[src/rtl/add_seq_pkg.sv]
// Shared definitions for the byte-serial multiword adder sequencer:
// FSM state encoding, byte width and the byte-index width helper.
package add_seq_pkg;

   localparam int BYTE_W = 8;

   typedef enum logic [1:0] {
      IDLE = 2'd0,
      RUN  = 2'd1,
      DONE = 2'd2
   } state_t;

   // A single-byte sequencer still needs a 1-bit index register.
   function automatic int idx_width(input int n);
      return (n <= 1) ? 1 : $clog2(n);
   endfunction

endpackage

[src/rtl/multiword_add_seq.sv]
// Steps an N-byte add with carry-in through an external 8-bit adder, one byte
// per cycle, with valid/ready handshakes on the whole-word operand and result.
module multiword_add_seq
   import add_seq_pkg::*;
#(
   parameter  int NUM_BYTES = 4,
   localparam int W         = 8 * NUM_BYTES
) (
   input  logic         clk,
   input  logic         rst_n,
   input  logic         in_valid,
   output logic         in_ready,
   input  logic [W-1:0] in_a,
   input  logic [W-1:0] in_b,
   input  logic         in_cin,
   output logic         out_valid,
   input  logic         out_ready,
   output logic [W-1:0] out_sum,
   output logic         out_cout,
   output logic [7:0]   add_a,
   output logic [7:0]   add_b,
   output logic         add_cin,
   input  logic [7:0]   add_sum,
   input  logic         add_cout
);

   localparam int              IDX_W    = idx_width(NUM_BYTES);
   localparam logic [IDX_W-1:0] LAST_IDX = IDX_W'(NUM_BYTES - 1);

   state_t             state_reg;
   logic [W-1:0]       a_reg;
   logic [W-1:0]       b_reg;
   logic               carry_reg;
   logic               cout_reg;
   logic               in_ready_reg;
   logic               out_valid_reg;
   logic [IDX_W-1:0]   idx_reg;
   logic               running;

   logic [BYTE_W-1:0]  a_lane   [NUM_BYTES];
   logic [BYTE_W-1:0]  b_lane   [NUM_BYTES];
   logic [BYTE_W-1:0]  sum_lane [NUM_BYTES];
   logic [NUM_BYTES-1:0] lane_we;

   assign running = (state_reg == RUN);

   // Each result lane is written only on the RUN cycle that selects it, so
   // lanes from an earlier operation linger until overwritten.
   generate
      for (genvar gi = 0; gi < NUM_BYTES; gi++) begin : g_lane
         assign a_lane[gi]  = a_reg[gi*BYTE_W +: BYTE_W];
         assign b_lane[gi]  = b_reg[gi*BYTE_W +: BYTE_W];
         assign lane_we[gi] = running && (idx_reg == IDX_W'(gi));
         assign out_sum[gi*BYTE_W +: BYTE_W] = sum_lane[gi];

         always_ff @(posedge clk or negedge rst_n) begin
            if (!rst_n) begin
               sum_lane[gi] <= '0;
            end else if (lane_we[gi]) begin
               sum_lane[gi] <= add_sum;
            end
         end
      end
   endgenerate

   assign add_a   = running ? a_lane[idx_reg] : '0;
   assign add_b   = running ? b_lane[idx_reg] : '0;
   assign add_cin = running ? carry_reg       : 1'b0;

   assign in_ready  = in_ready_reg;
   assign out_valid = out_valid_reg;
   assign out_cout  = cout_reg;

   always_ff @(posedge clk or negedge rst_n) begin
      if (!rst_n) begin
         state_reg     <= IDLE;
         a_reg         <= '0;
         b_reg         <= '0;
         carry_reg     <= 1'b0;
         cout_reg      <= 1'b0;
         in_ready_reg  <= 1'b0;
         out_valid_reg <= 1'b0;
         idx_reg       <= '0;
      end else begin
         unique case (state_reg)
            IDLE: begin
               // in_ready comes up one edge after reset release.
               if (!in_ready_reg) begin
                  in_ready_reg <= 1'b1;
               end else if (in_valid) begin
                  a_reg        <= in_a;
                  b_reg        <= in_b;
                  carry_reg    <= in_cin;
                  idx_reg      <= '0;
                  in_ready_reg <= 1'b0;
                  state_reg    <= RUN;
               end
            end
            RUN: begin
               carry_reg <= add_cout;
               if (idx_reg == LAST_IDX) begin
                  cout_reg      <= add_cout;
                  out_valid_reg <= 1'b1;
                  state_reg     <= DONE;
               end else begin
                  idx_reg <= idx_reg + 1'b1;
               end
            end
            DONE: begin
               if (out_ready) begin
                  out_valid_reg <= 1'b0;
                  in_ready_reg  <= 1'b1;
                  state_reg     <= IDLE;
               end
            end
            default: begin
               state_reg <= IDLE;
            end
         endcase
      end
   end

endmodule

[config.mk]
export PLATFORM = sky130hd
export DESIGN_NAME = multiword_add_seq
export DESIGN_NICKNAME = d
export VERILOG_FILES = /design/src/rtl/add_seq_pkg.sv /design/src/rtl/multiword_add_seq.sv
export SDC_FILE = /design/constraint.sdc
export NUM_CORES = 1
export LEC_CHECK = 0
export CAP_MARGIN = 25
export CORE_MARGIN = 2
export CORE_UTILIZATION = 51
export DETAILED_ROUTE_END_ITERATION = 8
export PLACE_DENSITY_LB_ADDON = 0.15
export SLEW_MARGIN = 30
export SYNTH_ARGS = -nofsm -noshare
export SYNTH_HDL_FRONTEND = slang
export SYNTH_SLANG_ARGS = --single-unit
[constraint.sdc]
create_clock -name clk -period 2.4 [get_ports clk]
set_input_delay 0.48 -clock clk [delete_from_list [all_inputs] [get_ports clk]]
set_output_delay 0.48 -clock clk [all_outputs]
set_load 0.01 [all_outputs]
==> results.json <==
{
  "cts-root-buf": "clkbuf_8",
  "slew_headroom_pct": 61.0,
  "num-fill-cells": 678,
  "grt_antenna_before_repair": 0,
  "placed_cell_area_um2": 6000,
  "seq_area_frac_synth_pct": 57.0,
  "grt_pass1_wl_um": 16900,
  "clkLatencyLatePin_ns": 0.35,
  "drt-wirelength-per-cell_um": 15.3,
  "synth_cells": 418,
  "drv_slew": 0,
  "p_leak_nw": 2.96,
  "gp_congestion": 0.782,
  "initialDrtViolationCount": 118,
  "drive_gt1_share_pct": 17.5,
  "cap_violations": 0,
  "skew_ns": 0.0105,
  "place_inst": 645,
  "synth-seq-cells": 104,
  "async_flop_share_pct": 100,
  "synth_top_area_share_pct": 57.0,
  "die_height_um": 98.6,
  "multi_input_comb_area_um2": 1850,
  "synth_top_area_cell": "dfrtp_1",
  "cts-buffers-inserted": 9,
  "remaining_drc_errors": 0,
  "coreArea_um2": 8680,
  "start_util_pct": 52.6,
  "fin_area_um2": 6190,
  "synthesis.nets": 501,
  "synth_commonest_cells": "nand2_1, dfrtp_1, mux2_2",
  "setup_violations": 0,
  "grt_pass1_vias": 3556,
  "antenna_cells": 0,
  "synth_edf_count": 0,
  "p_per_area_nw_per_um2": 1280,
  "path_max_fanout": 5,
  "synth_area_leaders": "dfrtp_1, nand2_1, mux2_2",
  "avgViaCountPerCell": 5.11,
  "num_vias": 3415,
  "path_clk_slew_ns": 0.09,
  "irDropWorstVdd_mv": 0.574,
  "final.setup.tns_ns": 0,
  "final-hold-violation-count": 0,
  "cp.arrival_ns": 1.86,
  "yosysWarnings": 0,
  "setup.worst_path.class": "reg -> out",
  "outcome": "finished, final reports clean",
  "clk_path_buf_depth": 2,
  "cts_tree": "built",
  "worst_pin_slew_ns": 0.585,
  "synth_area_um2": 4560,
  "fin_util_pct": 71.3,
  "hpwlAfterDp_um": 6990,
  "synth_top_flop_cell": "dfrtp_1",
  "num_rows": 34,
  "grt_max_degree": 66,
  "ys_types": 26,
  "nNetsFinal": 639,
  "syn_area_per_cell_um2": 10.9,
  "io-pin-count": 130,
  "startpoint_type": "flop",
  "port_buffers": 129,
  "layout.cells.non_filler": 668,
  "holdCritPathClass": "in -> async",
  "finalCritPeriodShare_pct": 97.5,
  "grt-ovfl-total": 0,
  "die_area_um2": 9720,
  "regArea_um2": 2600,
  "holdBufCountCts": 0,
  "fin_crit_ns": 2.34,
  "worstSetupEndpointType": "primary output",
  "synth_most_common_cell": "nand2_1",
  "ant_nets": 0,
  "wl_um": 10200,
  "reg2reg_slack_ns": 0.57,
  "cts.sinks": 104,
  "max_freq_mhz": 427,
  "die_width_um": 98.6,
  "syn2layout_area_growth_pct": 35.6,
  "power.total_mw": 7.93,
  "crit_required_ns": 1.92,
  "dr.pass1.iters": 4,
  "grt.total_usage_pct": 21.7,
  "cts_max_level": 3
}
-- kinds of logic (layout without fill, tap and decap cells) --
kind of cell	Yosys count	after routing	share of synthesized area, %
AND/OR/NAND/NOR	225	226	20.4
flip-flops	104	104	57.0
multiplexers	49	49	16.7
buffers and inverters	24	165	3.07
AO/OA/AOI/OAI	11	11	1.40
adder cells (fa/ha/maj)	5	5	1.37
-- layout by cell type, fill, tap and decap left out --
cell,synthesis,routed
clkbuf_2,0,9
bufinv_16,0,1
a31o_2,1,1
mux4_1,8,7
o2bb2ai_1,1,1
a21oi_1,5,5
buf_2,15,5
and2_1,17,15
clkbuf_8,0,9
and4bb_2,1,1
nand2b_1,2,2
mux2_2,32,32
mux4_2,8,9
and2b_4,1,1
clkdlybuf4s15_1,0,2
and2b_2,0,1
buf_6,2,1
inv_6,0,1
ha_1,5,5
nor2_1,4,4
clkinv_4,0,1
buf_12,1,4
nand2_1,194,194
dfrtp_1,104,103
or3_1,1,1
clkinvlp_4,0,1
mux2_1,1,1
nand2_2,3,3
and2_4,0,2
clkdlybuf4s50_1,0,112
nand2_4,1,1
inv_1,4,4
clkbuf_1,2,2
buf_4,0,13
nand4bb_4,0,1
dfrtp_2,0,1
o22ai_1,1,1
o21ai_0,3,3
-- stage by stage --
step	setup WS, ns	hold slack (ns)
final	0.0592	0.118
after global routing	-0.00265	0.137
after CTS	-0.0111	0.128
after detailed placement	0.146	0.455
after global placement	0.166	0.451
after floorplan	0.572	0.184
-- layout make-up --
cell class                      count  area share, %
Tap cell                          108           2.18
Clock buffer                       11           2.12
Timing Repair Buffer              146           22.6
Sequential cell                   104           42.1
Multi-Input combinational cell    291           29.8
Clock inverter                      4          0.890
Inverter                            4          0.243
-- layer usage --
metal	global-route usage [%]	part of all wire (%)
met1	28.4	45
met2	36.6	49
met3	4.33	4.9
met4	7.38	1.5
met5	0	0
-- critical path: stages, from the launching register on --
cell and delay [ns]:
dfrtp_2 0.38, buf_4 0.11, buf_6 0.12, mux4_2 0.50, and2_1 0.17, clkdlybuf4s15_1 0.23
-- final timing paths --
kind | start | endpoint | cells after the start
max in group asynchronous | rst_n | state_reg[1] | 2
hold reg to reg | b_reg[23] | b_reg[23] | 2
setup / recovery | idx_reg[0] | add_a[5] | 5
hold / removal | rst_n | b_reg[29] | 1
min in group clk | b_reg[23] | b_reg[23] | 2
setup reg to reg | idx_reg[0] | out_sum[24] | 6
-- repair_timing --
item                                    CTS  global route
endpoints found under the setup margin   17            14
gates cloned                              2             0
resized for setup                        43            14
buffers inserted                          4             3
-- where the power goes --
part,total (mW),switching (mW),leakage (nW),internal (mW)
sequential,3.08,0.474,1.27,2.61
clock,1.05,0.563,0.0900,0.484
combinational,3.80,1.70,1.61,2.10
(Power assumes the default switching activity.)
